$ cat src/rtl/uart_tx.sv
// UART transmitter: start bit, LSB-first data, optional parity, 1-2 stop bits.
// Accepts a word on a valid/ready handshake; every output is registered.
module uart_tx #(
    parameter int unsigned CLK_FREQ      = 100_000_000,
    parameter int unsigned BAUD_RATE     = 3_000_000,
    parameter int unsigned NUM_DATA_BITS = 8,
    parameter int unsigned PARITY_ON     = 1,
    parameter int unsigned PARITY_EO     = 1,
    parameter int unsigned NUM_STOP_BITS = 1
) (
    input  logic                     i_clk,
    input  logic                     i_rst,
    input  logic [NUM_DATA_BITS-1:0] i_tx_data,
    input  logic                     i_tx_valid,
    output logic                     o_tx_ready,
    output logic                     o_tx,
    output logic                     o_tx_busy,
    output logic                     o_tx_done
);

    localparam int unsigned BIT_CLKS = (BAUD_RATE == 0) ? 0 : (CLK_FREQ + BAUD_RATE / 2) / BAUD_RATE;
    localparam int unsigned TIMER_W  = (BIT_CLKS > 2) ? $clog2(BIT_CLKS) : 1;
    localparam int unsigned IDX_W    = 4;

    if (BIT_CLKS < 2 || NUM_DATA_BITS < 5 || NUM_DATA_BITS > 9 || PARITY_ON > 1 ||
        PARITY_EO > 1 || NUM_STOP_BITS < 1 || NUM_STOP_BITS > 2) begin : g_bad_params
        $error("uart_tx: illegal parameter combination");
    end

    typedef enum logic [2:0] {
        S_IDLE   = 3'd0,
        S_START  = 3'd1,
        S_DATA   = 3'd2,
        S_PARITY = 3'd3,
        S_STOP   = 3'd4
    } state_t;

    state_t                   state_q, state_d;
    logic [TIMER_W-1:0]       timer_q, timer_d;
    logic [IDX_W-1:0]         bit_idx_q, bit_idx_d;
    logic [NUM_DATA_BITS-1:0] shift_q, shift_d;
    logic                     parity_q, parity_d;
    logic                     tx_q, tx_d;
    logic                     ready_q, ready_d;
    logic                     busy_q, busy_d;
    logic                     done_q, done_d;
    logic                     bit_end;

    assign bit_end = (timer_q == '0);

    // Next-state and next-output logic; o_tx is set to the value of the bit being entered.
    always_comb begin
        state_d   = state_q;
        timer_d   = timer_q;
        bit_idx_d = bit_idx_q;
        shift_d   = shift_q;
        parity_d  = parity_q;
        tx_d      = tx_q;
        ready_d   = ready_q;
        busy_d    = busy_q;
        done_d    = 1'b0;

        if (state_q != S_IDLE) begin
            timer_d = bit_end ? TIMER_W'(BIT_CLKS - 1) : timer_q - 1'b1;
        end

        case (state_q)
            S_IDLE: begin
                tx_d    = 1'b1;
                ready_d = 1'b1;
                busy_d  = 1'b0;
                if (i_tx_valid && ready_q) begin
                    state_d   = S_START;
                    shift_d   = i_tx_data;
                    parity_d  = (PARITY_EO != 0) ? ~^i_tx_data : ^i_tx_data;
                    timer_d   = TIMER_W'(BIT_CLKS - 1);
                    bit_idx_d = '0;
                    tx_d      = 1'b0;
                    ready_d   = 1'b0;
                    busy_d    = 1'b1;
                end
            end
            S_START: begin
                if (bit_end) begin
                    state_d = S_DATA;
                    tx_d    = shift_q[0];
                end
            end
            S_DATA: begin
                if (bit_end) begin
                    if (bit_idx_q == IDX_W'(NUM_DATA_BITS - 1)) begin
                        bit_idx_d = '0;
                        if (PARITY_ON != 0) begin
                            state_d = S_PARITY;
                            tx_d    = parity_q;
                        end else begin
                            state_d = S_STOP;
                            tx_d    = 1'b1;
                        end
                    end else begin
                        shift_d   = shift_q >> 1;
                        tx_d      = shift_q[1];
                        bit_idx_d = bit_idx_q + 1'b1;
                    end
                end
            end
            S_PARITY: begin
                if (bit_end) begin
                    state_d   = S_STOP;
                    tx_d      = 1'b1;
                    bit_idx_d = '0;
                end
            end
            S_STOP: begin
                if (bit_end) begin
                    if (bit_idx_q == IDX_W'(NUM_STOP_BITS - 1)) begin
                        state_d   = S_IDLE;
                        timer_d   = '0;
                        bit_idx_d = '0;
                        tx_d      = 1'b1;
                        ready_d   = 1'b1;
                        busy_d    = 1'b0;
                        done_d    = 1'b1;
                    end else begin
                        bit_idx_d = bit_idx_q + 1'b1;
                    end
                end
            end
            default: begin
                state_d   = S_IDLE;
                timer_d   = '0;
                bit_idx_d = '0;
                tx_d      = 1'b1;
                ready_d   = 1'b1;
                busy_d    = 1'b0;
            end
        endcase
    end

    always_ff @(posedge i_clk or posedge i_rst) begin
        if (i_rst) begin
            state_q   <= S_IDLE;
            timer_q   <= '0;
            bit_idx_q <= '0;
            shift_q   <= '0;
            parity_q  <= 1'b0;
            tx_q      <= 1'b1;
            ready_q   <= 1'b1;
            busy_q    <= 1'b0;
            done_q    <= 1'b0;
        end else begin
            state_q   <= state_d;
            timer_q   <= timer_d;
            bit_idx_q <= bit_idx_d;
            shift_q   <= shift_d;
            parity_q  <= parity_d;
            tx_q      <= tx_d;
            ready_q   <= ready_d;
            busy_q    <= busy_d;
            done_q    <= done_d;
        end
    end

    assign o_tx       = tx_q;
    assign o_tx_ready = ready_q;
    assign o_tx_busy  = busy_q;
    assign o_tx_done  = done_q;

endmodule

$ cat config.mk
export PLATFORM = sky130hd
export DESIGN_NAME = uart_tx
export DESIGN_NICKNAME = d
export VERILOG_FILES = /design/src/rtl/uart_tx.sv
export SDC_FILE = /design/constraint.sdc
export NUM_CORES = 1
export LEC_CHECK = 0
export CAP_MARGIN = 10
export CORE_MARGIN = 5
export CORE_UTILIZATION = 30
export CTS_BUF_LIST = sky130_fd_sc_hd__clkbuf_4
export DETAILED_ROUTE_END_ITERATION = 6
export SLEW_MARGIN = 20
export SYNTH_ARGS = -nofsm -noshare
export SYNTH_HDL_FRONTEND = slang
export SYNTH_SLANG_ARGS = --single-unit
$ cat constraint.sdc
create_clock -name i_clk -period 3.6 [get_ports i_clk]
set_input_delay 0.72 -clock i_clk [delete_from_list [all_inputs] [get_ports i_clk]]
set_output_delay 0.72 -clock i_clk [all_outputs]
set_load 0.1 [all_outputs]
==> results.yml <==
status:
  status: "complete, no violations"
clocking:
  clk_latency_ns: 0.32
  cts_tree: "done"
  cts_resized: 0
  cts_htree_levels: 1
  hold_buffers: 0
  cts_buffers: 3
  postCtsSetupRepairBufs: 0
  cts_sinks: 26
  cts-root-buf: "clkbuf_4"
  clk_pin_slew_ns: 0.14
  clk_path_buf_depth: 2
setup_path:
  critPathBufInv: 1
  endpoint_kind: "primary output"
  path_max_fanout: 2
  slowest_stage: "clkdlybuf4s50_1"
  crit_arrival_ns: 1.82
  cp.required_ns: 2.88
  setup.worst_path.start: "o_tx_busy"
  crit_type: "flip-flop to primary output"
  start_kind: "flip-flop"
  max_stage_delay_ns: 1.13
  crit_chain: "clkdlybuf4s50_1"
  critPathTopFamily: "buffers and inverters"
  r2r-start: "state_q[2]"
die:
  rows: 26
  ios: 15
  fp.dieW_um: 82
  start_util_pct: 30.6
  coreArea_um2: 5070
  die_y_um: 82
  dieArea_um2: 6720
yosys:
  async_reset_ff_share_pct: 100
  synth_area_leader_cell: "dfrtp_1"
  synthDistinctLibCells: 41
  synthesis.nets: 163
  syn_avg_cell_area_um2: 10.4
  synth.ff_latch_count: 26
  syn_area_um2: 1560
  synthesis.instances: 149
  synthFlopType: "dfrtp_1"
  yosysSeqAreaShare_pct: 42.0
  synthTopCellsByArea: "dfrtp_1 39%, mux2_4 7.7%, mux2_2 6.5%"
  synth_edf_count: 0
  yosys_warnings: 0
  netlist.area_leader.share_pct: 38.6
placed_design:
  dpl_cell_area_um2: 1750
  gp_congestion: 0.768
  hpwl_um: 2280
  portBuffers: 14
  pre_cts_slack_ns: 1.07
  dp_cells: 229
final_layout:
  num_antenna_cells: 0
  fin_nets: 178
  finalInstanceArea_um2: 1810
  syn_to_final_growth_pct: 16.2
  drive_above_1_share_pct: 18.4
  final_cells: 233
timing:
  relSlewSlack_pct: 35.4
  fin_setup_tns_ns: 0
  final_max_slew_viol_count: 0
  setup_slack_ns: 1.06
  min_period_ns: 2.54
  fin_crit_sh_pct: 70.7
  fin_worst_skew_ns: 0.00422
  fmax_mhz: 393
  rsz0062_at_grt: "no"
  worst_pin_slew_ns: 0.966
  hold_viol: 0
  finalSetupViolCount: 0
route:
  first_pass_iters: 4
  route.detailed.drc: 0
  vias: 1142
  initialDrtViolationCount: 75
  viasPerCell: 4.90
  wl_per_cell_um: 13.0
  wirelength_um: 3020
  ant_nets: 0
power:
  p_leak_nw: 0.798
  peakVddDrop_mv: 0.133
  power.density_nw_per_um2: 291
  total_power_uw: 526
grt:
  grt_antenna_before_repair: 0
  grt_pass1_vias: 1139
  grt_start_max_net_pins: 27
  grt_pass1_wl_um: 5260
  grt-ovfl-total: 0
  grt_usage_pct: 10.0
job:
  max-cap-violations: 0
hold_path:
  hp-start: "o_tx_ready"
  hp-class: "flip-flop to flip-flop"
==> layout make-up <==
type	count	area (um^2)
well taps	70	87.6
flip-flops and latches	26	653
repair buffers	14	135
multi-input cells	111	848
clock inverters	1	30.0
clock buffers	3	22.5
fillers	528	3270
inverters	8	30.0
==> metal layers <==
metal | share of wire, % | global-route usage (%) | up-vias
li1 | - | - | 571
met5 | 0 | 0 | -
met4 | 0.76 | 2.99 | 0
met3 | 3.3 | 2.30 | 2
met1 | 52 | 13.9 | 544
met2 | 44 | 15.5 | 25
==> worst reg2reg max path: stages, from the launching register on <==
cell     delay, ns
dfrtp_1       0.59
nor3b_2       0.73
mux2_2        0.41
mux2_4        0.26
==> state kept, by name (all words and copies together), names as in the netlist <==
register    count
shift_q         8
timer_q         6
bit_idx_q       4
state_q         3
o_tx            1
o_tx_busy       1
o_tx_done       1
o_tx_ready      1
parity_q        1
==> metrics by stage <==
| stage | utilization (%) | hold slack [ns] |
|---|---|---|
| 2_1_floorplan | - | 0.476 |
| 3_3_place_gp | 34.6 | 0.478 |
| 3_5_place_dp | 34.6 | 0.472 |
| 4_1_cts | 35.6 | 0.500 |
| 5_1_grt | 35.6 | 0.512 |
| 6_report | 35.6 | 0.496 |
==> power by group <==
part | leakage [nW] | switching, mW | internal [mW]
clock | 0.0279 | 0.0880 | 0.113
sequential | 0.320 | 0 | 0.292
combinational | 0.450 | 0.0150 | 0.0185
==> final timing paths <==
path	endpoint	slack (ns)	cells after the start
hold / removal	o_tx_ready	0.50	2
max in group asynchronous	o_tx_done	2.40	2
hold reg to reg	o_tx_ready	0.50	2
min in group asynchronous	shift_q[6]	0.77	2
setup reg to reg	shift_q[3]	1.51	3
setup / recovery	o_tx_busy	1.06	1
==> Yosys cell counts, types with 2 or more instances <==
master and instances:
mux2_2 9, nor2b_1 2, o31ai_1 2, mux2_4 8
o211ai_1 2, clkbuf_1 2, nand4_1 3, o31a_1 2
or3_1 3, inv_1 8, dfstp_2 2, ha_1 3
nor3_1 2, o21ai_0 8, a21oi_1 5, nand3_1 6
a31oi_1 3, nor2_1 8, o32ai_1 2, nand2_1 11
a22o_1 3, xnor2_1 10, nand2b_1 2, dfrtp_1 24
nor3b_1 2, o22ai_1 2
==> cells by family (layout without fill, tap and decap cells) <==
family / after synthesis / count (layout) / share of synthesized area [%]
fa+ha+maj: 3 / 3 / 2.41
xor+xnor: 11 / 11 / 6.19
mux: 17 / 17 / 14.2
simple gates: 47 / 47 / 17.2
buf+inv: 12 / 26 / 3.46
compound gates: 33 / 33 / 14.5
flops: 26 / 26 / 42.0
==> cell usage in the layout (no fill, tap or decap), types with 3 or more instances in the layout <==
| cell type | count |
|---|---|
| a21oi_1 | 5 |
| a22o_1 | 3 |
| a31oi_1 | 3 |
| clkbuf_4 | 3 |
| clkdlybuf4s50_1 | 12 |
| dfrtp_1 | 24 |
| ha_1 | 3 |
| inv_1 | 7 |
| mux2_2 | 9 |
| mux2_4 | 8 |
| nand2_1 | 11 |
| nand3_1 | 6 |
| nand4_1 | 3 |
| nor2_1 | 8 |
| o21ai_0 | 8 |
| or3_1 | 3 |
| xnor2_1 | 10 |
Note: power is estimated with default switching activity, not from simulation.
==> patch 1: new RTL, same flow settings <==
Change the parameter `PARITY_ON` from 1 to 0.
--- a/src/rtl/uart_tx.sv
+++ b/src/rtl/uart_tx.sv
@@ -5,5 +5,5 @@
     parameter int unsigned BAUD_RATE     = 3_000_000,
     parameter int unsigned NUM_DATA_BITS = 8,
-    parameter int unsigned PARITY_ON     = 1,
+    parameter int unsigned PARITY_ON     = 0,
     parameter int unsigned PARITY_EO     = 1,
     parameter int unsigned NUM_STOP_BITS = 1
Function: same outputs for any inputs over 10 cycles, from zero or initial values and one cycle with i_rst high; that may be too few to reach the edited logic, so the function may still have changed.
==> patch 1 against the unedited design <==
- sequential cell count down 1
- clock skew grew 0.0080 ns
- setup slack got worse by 0.039 ns
- wire length increased by 4.2%
- maximum frequency fell by 1.5%
- synthesized cell count is 2.7% lower
- combinational power fell by 40%
- sequential power shrank 4%
- power is 17% lower
- first-iteration DRC count grew 11%
- core utilization increased by 0.14 points
- synthesized area decreased by 3.3%
- cell area fell by 5.3%
==> patch 1: results (changes against the unedited design) <==
Status = completed (unchanged)
Final GP Congestion = 0.7968 (was 0.7681)
Max FO, Critical Path = 3 (was 2)
Hpwl dp = 2296 um (was 2282 um)
Syn nets = 160 (was 163)
Delay of the slowest cell on the worst path = 1.14 ns
Post-synth top cells = dfrtp_1 (23), mux2_2 (13), a21oi_1 (12) (was dfrtp_1 (24), nand2_1 (11), xnor2_1 (10))
Slowest CP cell = clkdlybuf4s50_1 (unchanged)
Hold Path Class = reg -> reg (unchanged)
Ant diodes = 0 (unchanged)
CTS Buf Count = 3 (unchanged)
Number of port buffers = 14 (unchanged)
Hold Path Origin = shift_q[0] (was o_tx_ready)
Clk power = 0.134 mW (was 0.201 mW)
Xor/xnor cell area share of the yosys netlist = 0.01747 (was 0.06195)
Worst R2R Start = state_q[1] (was state_q[2])
# nets final = 173 (was 178)
First-pass GRT wire length = 5444 um (was 5257 um)
Flop pwr share = 0.646 (was 0.555)
Buffer count from post-CTS setup fixing = 0 (unchanged)
Mux cell area share after synthesis = 0.1240 (was 0.1424)
Clock Tree Root = clkbuf_4 (unchanged)
WP data arrival = 1.86 ns (was 1.82 ns)
Relative slew slack = 0.3518 (was 0.3537)
Synth Warn # = 0 (unchanged)
Initial antenna violation count = 0 (unchanged)
Sw frac = 0.2298 (was 0.1957)
Vias in the first global route = 1,145 (was 1,139)
DR pass1 iterations = 4 (unchanged)
DR vias = 1,132 (was 1,142)
Compound-Gate Fraction of Synth Area = 0.2005 (was 0.1448)
R2R Setup Slk = 1.40 ns (was 1.51 ns)
Post-synthesis cell type count = 48 (was 41)
Total track usage = 0.1054 (was 0.1003)
Longest Clk Path Bufs = 2 (unchanged)
Layout cell share with drive strength beyond 1 = 0.1975 (was 0.1840)
Sequential fraction of the synthesis area = 0.4176 (was 0.4200)
Leak = 0.6972 nW (was 0.7979 nW)
Post-DR wirelength/cell = 14.07 um (was 12.98 um)
Post-cts sizing count = 0 (unchanged)
Adder-cell share of the synthesized area = 0.03328 (was 0.02414)
Peak supply drop = 0.1677 mV (was 0.1326 mV)
Clk_skew = 0.01226 ns (was 0.004220 ns)
Synth area leaders = dfrtp_1 (38%), mux2_2 (9.7%), a21oi_1 (4.0%) (was dfrtp_1 (39%), mux2_4 (7.7%), mux2_2 (6.5%))
H-Tree Depth = 1 (unchanged)
Largest net degree at the start of global routing = 26 (was 27)
1st-iter DRT viols = 83 (was 75)
Async S/R FF share, synth = 1.000 (unchanged)
## patch 1: cell count changes in the layout (fill, tap and decap cells not counted), moves of 3 or more
cell,delta
mux2_2,+4
xnor2_1,-10
mux2_4,-8
mux2i_1,+4
a22o_1,-3
a21oi_1,+7
nand3_1,-3
## patch 1: stage by stage
stage	utilization	setup slack (ns)	instances	total power [mW]	hold WS, ns
2_1_floorplan	-	1.565	145	0.2936	0.4750
3_3_place_gp	0.3516	1.198	220	0.3066	0.4868
3_5_place_dp	0.3516	1.166	220	0.3070	0.4914
4_1_cts	0.3574	0.9984	224	0.4389	0.5225
5_1_grt	0.3574	0.9331	224	0.4538	0.5342
6_report	0.3574	1.016	224	0.4349	0.5192
## patch 1: path summary, 6_finish.rpt
kind,cells past startpoint,end
min reg2reg,1,shift_q[0]
max,1,o_tx_busy
min,1,shift_q[0]
max in group asynchronous,2,shift_q[2]
max reg2reg,3,shift_q[3]
min in group asynchronous,2,bit_idx_q[2]
## patch 1: worst register-to-register path, delay by kind of cell, from the launching register on
kind | cells | cell delay [ns]
mux | 2 | 0.67
simple gates | 1 | 0.76
flops | 1 | 0.66
## patch 1: layout make-up
class,count,area (um2)
Timing Repair Buffer,14,135.1
Sequential cell,25,628.1
Multi-Input combinational cell,104,798.3
Tap cell,67,83.83
Fill cell,496,3075
Clock buffer,3,22.52
Inverter,10,37.54
Clock inverter,1,5.005
## patch 1: layer usage
layer	track usage	part of all wire
met1	0.1443	0.50
met2	0.1741	0.45
met3	0.02993	0.053
met4	0.005068	0.0032
met5	0	0
## patch 1: cell families (layout without fill, tap and decap cells)
group	count (synthesis)	in the layout
XOR/XNOR	3	3
adder cells (fa/ha/maj)	4	4
multiplexers	17	17
AND/OR/NAND/NOR	37	37
flip-flops	25	25
AO/OA/AOI/OAI	43	43
buffers and inverters	16	28
==> patch 2: new RTL, config.mk and constraints unchanged <==
Made on the original files. One comparison of `bit_idx_q` changes from == to >=.
--- a/src/rtl/uart_tx.sv
+++ b/src/rtl/uart_tx.sv
@@ -89,5 +89,5 @@
             S_DATA: begin
                 if (bit_end) begin
-                    if (bit_idx_q == IDX_W'(NUM_DATA_BITS - 1)) begin
+                    if (bit_idx_q >= IDX_W'(NUM_DATA_BITS - 1)) begin
                         bit_idx_d = '0;
                         if (PARITY_ON != 0) begin
Function: same outputs for any inputs over 10 cycles, from zero or initial values and one cycle with i_rst high; that may be too few to reach the edited logic, so the function may still have changed.
==> patch 2 against the unedited design <==
- first-iteration DRC count rose by 36%
- wire length grew 0.99%
- synthesized cell count shrank 0.67%
- setup slack got worse by 0.0092 ns
- sequential power up 3%
- worst hold slack gained 0.0090 ns
- clock power down 29%
- power decreased by 6.8%
- synthesized area increased by 2.4%
- cell area up 0.90%
- sequential cell count unchanged
- final cell count down 0.43%
- largest power group unchanged
==> patch 2: results (changes against the unedited design) <==
Status = completed (unchanged)
Syn nets = 162 (was 163)
Clk_skew = 0.009408 ns (was 0.004220 ns)
Async S/R FF share, synth = 1.000 (unchanged)
Post-synth top cells = dfrtp_1 (24), nor2_1 (10), inv_1 (9) (was dfrtp_1 (24), nand2_1 (11), xnor2_1 (10))
Clock Tree Root = clkbuf_4 (unchanged)
Layout cell share with drive strength beyond 1 = 0.1975 (was 0.1840)
H-Tree Depth = 1 (unchanged)
First-pass GRT wire length = 5333 um (was 5257 um)
Total track usage = 0.09008 (was 0.1003)
Number of port buffers = 14 (unchanged)
Hold Path Origin = parity_q (was o_tx_ready)
Ant diodes = 0 (unchanged)
Initial antenna violation count = 0 (unchanged)
Buffer count from post-CTS setup fixing = 0 (unchanged)
Clk_lat worst skew = 0.33 ns
WP data arrival = 1.83 ns
Post-DR wirelength/cell = 13.16 um (was 12.98 um)
Max FO, Critical Path = 2 (unchanged)
Vias in the first global route = 1,155 (was 1,139)
Relative slew slack = 0.3534 (was 0.3537)
DR pass1 iterations = 4 (unchanged)
Predominant post-synthesis flop cell = dfrtp_1 (unchanged)
Hold Path Class = reg -> reg (unchanged)
CTS Buf Count = 3 (unchanged)
DP Area = 1793 um2 (was 1754 um2)
Largest registers = shift_q: 8 flops, timer_q: 6 flops, bit_idx_q: 4 flops (unchanged)
Post-synthesis cell type count = 48 (was 41)
# nets final = 177 (was 178)
CP delay by family, top = buffers and inverters (unchanged)
Placement Setup Slack = 1.125 ns (was 1.070 ns)
Sequential fraction of the synthesis area = 0.4101 (was 0.4200)
Delay of the slowest cell on the worst path = 1.13 ns (about the same)
Via density = 4.922 (was 4.901)
Clk pin slew, worst setup/hold paths = 0.15 ns
CP startpoint = o_tx_busy (unchanged)
Slowest CP cell = clkdlybuf4s50_1 (unchanged)
Peak supply drop = 0.1602 mV (was 0.1326 mV)
Synth Warn # = 0 (unchanged)
1st-iter DRT viols = 102 (was 75)
Fill count = 558 (was 528)
Worst R2R Start = state_q[2] (unchanged)
Final GP Congestion = 0.7657 (was 0.7681)
Leak = 0.7638 nW (was 0.7979 nW)
Drc violations = 0 (unchanged)
Longest Clk Path Bufs = 2 (unchanged)
Synth area leaders = dfrtp_1 (38%), mux2_4 (6.6%), mux2_2 (4.9%) (was dfrtp_1 (39%), mux2_4 (7.7%), mux2_2 (6.5%))
Post-cts sizing count = 0 (unchanged)
Hpwl dp = 2186 um (was 2282 um)
Largest net degree at the start of global routing = 27 (unchanged)
==> patch 2: cell types whose count changed in the layout (fill, tap and decap cells not counted), sizes merged, moves of 3 or more <==
cell,before,now
a22o,3,0
nor4,0,3
nand2,11,7
xnor2,10,6
o2bb2ai,0,4
mux2i,0,3
xor2,1,4
a32o,0,3
mux2,17,14
or3,4,1
==> patch 2: kinds of logic (layout without fill, tap and decap cells) <==
kind of cell / Yosys count / count (layout) / share of synthesized area
AOI/OAI and AO/OA: 36 / 36 / 0.1728
xor gates and xnor gates: 10 / 10 / 0.05499
adders and majority gates: 3 / 3 / 0.02357
buffers and inverters: 14 / 28 / 0.04006
DFF: 26 / 26 / 0.4101
muxes: 17 / 17 / 0.1343
and+or+nand+nor: 42 / 42 / 0.1642
==> patch 2: metrics by stage <==
| stage | std cells | utilization | hold slack, ns |
|---|---|---|---|
| finish | 232 | 0.3547 | 0.5050 |
| global route | 232 | 0.3547 | 0.5487 |
| CTS | 232 | 0.3547 | 0.5083 |
| detailed placement | 228 | 0.3488 | 0.4749 |
| global placement | 228 | 0.3488 | 0.4693 |
| floorplan | 148 | - | 0.4492 |
==> patch 2: worst reg2reg max path, cell delays in order, from the launching register on <==
cell and delay (ns):
dfrtp_1 0.57, nor3_2 0.36, nand3_1 0.29, a22oi_4 0.45, mux2_4 0.34
==> patch 2: cell type report <==
class,count,area [um2],area share
well taps,70,87.58,0.04804
multi-input cells,108,875.8,0.4804
clock buffers,4,30.03,0.01647
inverters,9,33.78,0.01853
repair buffers,15,142.6,0.07824
flip-flops and latches,26,653.1,0.3583
==> patch 2: metal layers <==
metal	track usage	vias up	share of wire
li1	-	574	-
met1	0.1285	540	0.51
met2	0.1363	23	0.44
met3	0.01386	5	0.036
met4	0.03418	0	0.013
met5	0	-	0
==> patch 2: power by group <==
part | total (mW) | switching [mW] | internal, mW
registers | 0.300 | 0.00277 | 0.297
clock network | 0.142 | 0.0909 | 0.0509
logic | 0.0488 | 0.0217 | 0.0271
total | 0.491 | 0.115 | 0.375
==> patch 2: path summary, 6_finish.rpt <==
path	endpoint	slack (ns)	cells after the start
min	parity_q	0.51	2
max	o_tx_busy	1.05	1
max in group asynchronous	o_tx_ready	2.48	2
max reg2reg	shift_q[4]	1.50	4
min in group asynchronous	bit_idx_q[1]	0.73	2
min reg2reg	parity_q	0.51	2
